### config.mk
export PLATFORM = sky130hd
export DESIGN_NAME = barrelshift_reg
export DESIGN_NICKNAME = d
export VERILOG_FILES = /design/src/rtl/barrelshift_reg.sv
export SDC_FILE = /design/constraint.sdc
export NUM_CORES = 1
export LEC_CHECK = 0
export CAP_MARGIN = 20
export CORE_AREA = 2 2 39 41
export DETAILED_ROUTE_END_ITERATION = 10
export DIE_AREA = 0 0 41 43
export PLACE_DENSITY_LB_ADDON = 0.2
export SLEW_MARGIN = 10
export SYNTH_ARGS = -nofsm -noshare
export SYNTH_HDL_FRONTEND = slang
export SYNTH_SLANG_ARGS = --single-unit
### constraint.sdc
create_clock -name clk -period 1 [get_ports clk]
set_clock_uncertainty 0.15 [all_clocks]
set_input_delay 0.2 -clock clk [delete_from_list [all_inputs] [get_ports clk]]
set_output_delay 0.2 -clock clk [all_outputs]
set_load 0.005 [all_outputs]
### src/rtl/barrelshift_reg.sv
// Registered rotate-right barrel shifter.
// A log2(WIDTH)-stage mux network rotates the input right by ctrl positions,
// and a single output register captures the result every clock.
// Stage k rotates by 2**k when ctrl[k] is set.
module barrelshift_reg #(
  parameter  int WIDTH  = 8,
  localparam int CTRL_W = $clog2(WIDTH)
) (
  input  logic              clk,
  input  logic              rst_n,
  input  logic [WIDTH-1:0]  in,
  input  logic [CTRL_W-1:0] ctrl,
  output logic [WIDTH-1:0]  out
);

  // stage[0] is the raw input; stage[CTRL_W] is the fully rotated word.
  logic [WIDTH-1:0] stage [0:CTRL_W];

  assign stage[0] = in;

  genvar k;
  generate
    for (k = 0; k < CTRL_W; k++) begin : g_stage
      localparam int SH = 2 ** k;
      logic [WIDTH-1:0] rotated;

      // Fixed rotate-right by 2**k: low bits wrap around into the top.
      assign rotated      = {stage[k][SH-1:0], stage[k][WIDTH-1:SH]};
      assign stage[k + 1] = ctrl[k] ? rotated : stage[k];
    end
  endgenerate

  // Output register: clears asynchronously, otherwise loads the rotated word every cycle.
  always_ff @(posedge clk or negedge rst_n) begin
    if (!rst_n) begin
      out <= '0;
    end else begin
      out <= stage[CTRL_W];
    end
  end

endmodule

After elaboration in Yosys (flattened, before gate mapping)
Index checks and enable logic that the tools add are counted.

cells by class
  shifts and indexed selects = 0
  magnitude comparators = 0
  reductions and logical operators = 0
  bitwise logic cells = 0
  muxes and demuxes = 3
  add/sub/neg operators = 0
  div/mod/pow operators = 0
  multiply operators = 0
  eq/ne operators = 0

operator list
  cell               number
  two-way mux 8 bit  3

storage, ports and cells
  RAM bits = 0
  memories = 0
  word-level logic and storage cells = 4
  bits of input ports = 13
  output and inout port bits = 8
  register bits after elaboration = 8
  memory bits (read-only) = 0
  bits in latches = 0

Longest topological paths before layout
  word-level depth = 3
  depth in mapped cells = 3
  mapped depth without buffers = 2

Worst setup path before layout
No wires, ideal clock.

  kind = in2reg
  start = in ctrl[0]
  end = reg out[0]
  path buffers = 1
  arrival = 1.123 ns
  stages on the path = 3
  required time = 0.725 ns
  setup time = 0.125 ns
  slack = -0.397 ns
  cell sequence = buf_6 -> mux4_1 -> mux2_2

RTL lines
  what                    RTL line  RTL
  start: declaration      12        input logic [CTRL_W-1:0] ctrl,
  end signal: assignment  38        out <= stage[CTRL_W];
  end: declaration        13        output logic [WIDTH-1:0] out

==> metrics <==
Starting Density=around two fifths; grt total ovfl=0; Setup crit end kind=flip-flop; port bufs=20; WS Path Type=in -> reg; CTS tree=built; crit-path max cell delay=about 0.52 ns; initial antenna violation count=0; synthesized net count=40; DRT antenna net count=0; CTS H-Tree Depth=1; DIE WIDTH=about 41 um; final WL=roughly 900 um; Post-synth ARST share=100.0%; Slew @ Worst Pin=0.3258 ns; Filler cells=115; CTS Buf Count=3; Final min period=between 1 and 1.5 ns; largest area contributor in the netlist=mux4_1; critical path cell sequence=buf_12 -> mux4_2 -> mux2_4; die area=around 1800 um2; overall power=approximately 0.87 mW; clock root buffer=clkbuf_4; Final GP Congestion=0.6633; crit path DAT=around 1.1 ns; area of the multi-input gates=between 300 and 400 um2; Final Non-Filler Cells=65; largest registers=out (8); Worst setup SP type=input port; Post-synth EDFFs=0; Mapped Cells=27; TNS Setup=-1.427 ns; maxcap violations=0; violated checks=setup timing; diode count=0; layout cells sized above 1=just under 80%; Vias=between 300 and 400; final hold violations=0; Slew HR=roughly four fifths; # IOs=21; Pleak=about 0.32 nW; Ys Warns=0; top cell type's share of synthesized area=approximately two fifths; vias per inst=5.308; top post-synthesis cells by area=mux4_1 (40%), dfrtp_1 (38%), mux2_2 (17%), buf_6 (4.3%), buf_1 (0.71%); pin count of the biggest net entering global routing=9; sequential area share after synthesis=38.00%; status=complete, but fails checks; DRC violations left=0; Min-Delay Path Class=in -> async; Crit Path Max Fanout=8; core region area=approximately 1400 um2; GRT Total Usage=11.70%; Cell Area, Synth=526.8 um2; CP Buf/Inv Count=1; Routed WL per cell=13.82 um; number of library cell types mapped by synthesis=5; Required @ worst endpoint=a little under 1 ns; Longest Clk Path Bufs=2; global-route wire length before repair=1269 um; clock slew at reported path FFs=around 0.050 ns; Die Height=~43 um; max FFs per register=8; Sinks on Clock Net=8; register area=200.2 um2; Pre-Repair DR Iteration Count=1; worst setup margin=-0.1258 ns; main flop type after synthesis=dfrtp_1; Setup Buffers After CTS=0; area grow syn2layout=32.54%; # rows=14; synth cell count leaders=dfrtp_1 (8), mux2_2 (8), mux4_1 (8); Most flops, register=out; Fmax=slightly below 900 MHz; post-synthesis register bit count=8; Final Max Slew Viols=0; Avg Synthesized Cell Area=roughly 20 um2; period utilization=112.6%; Pwr Density=around 1200 nW/um2; VDD IR-drop max=between 0.3 and 0.4 mV; Worst path top cell family by delay=multiplexers; Final setup viols=16; DR iter-0 viols=0; vias in the first global route=337; RSZ-0062 raised after global routing=true; Placed Cells=between 60 and 70; slowest CP cell=mux4_2; Final #Nets=between 60 and 70
-- kinds of logic (layout without fill, tap and decap cells) --
group	count (synthesis)	in the layout	share of synthesized area, %
multiplexers	16	16	57.01
flip-flops	8	8	38.00
buffers and inverters	3	25	4.987
-- report_power, final --
group          leakage (nW)  switching [mW]  internal (mW)  total (mW)
combinational         0.217          0.0927          0.173       0.266
clock                0.0138          0.0910          0.136       0.227
sequential           0.0932         0.00862          0.365       0.374
total                 0.324           0.192          0.675       0.867
-- placed cells by master, fill, tap and decap left out --
| cell | count |
|---|---|
| buf_2 | 15 |
| mux4_2 | 8 |
| mux2_4 | 8 |
| dfrtp_1 | 8 |
| clkbuf_4 | 3 |
| buf_6 | 3 |
| buf_12 | 1 |
| clkdlybuf4s50_1 | 1 |
| dlygate4sd2_1 | 1 |
| buf_4 | 1 |
-- metal layers --
metal | share of wire [%] | track usage [%] | vias up | wire [um]
met4 | 3.6 | 12.00 | 0 | 32
met1 | 27 | 7.266 | 163 | 243
met3 | 12 | 1.571 | 4 | 110
li1 | - | - | 155 | -
met5 | 0 | 0 | - | 0
met2 | 57 | 22.50 | 23 | 511
-- layout make-up --
| type | count | share of cell area (%) |
|---|---|---|
| clock buffer | 3 | 3.226 |
| multi-input combinational | 16 | 43.01 |
| sequential | 8 | 28.67 |
| tap | 16 | 2.867 |
| timing repair buffer | 22 | 22.22 |
-- worst paths after layout --
kind	start	end	slack, ns	cells after the start
min	rst_n	out[3]	0.07	1
min in group clk	ctrl[2]	out[7]	0.27	3
max	ctrl[0]	out[2]	-0.13	3
max in group asynchronous	rst_n	out[0]	0.39	1
-- what timing repair did --
| action | 4_1_cts | 5_1_grt |
|---|---|---|
| pin swaps | 0 | 0 |
| setup endpoints to repair | 16 | 16 |
| hold buffers | 0 | 0 |
| gates resized for setup | 86 | 2 |
-- through the flow --
stage | utilization [%] | cell area [um2] | setup WS [ns] | hold WS [ns]
3_3_place_gp | 52.44 | 725.7 | -0.9066 | 0.3271
2_1_floorplan | - | 509.2 | -0.3317 | -0.2456
4_1_cts | 50.00 | 691.9 | -0.1298 | 0.07852
5_1_grt | 50.45 | 698.2 | -0.1395 | 0.1019
3_5_place_dp | 52.44 | 725.7 | -0.9159 | 0.3381
6_report | 50.45 | 698.2 | -0.1258 | 0.06693
Note: power is estimated with default switching activity, not from simulation.
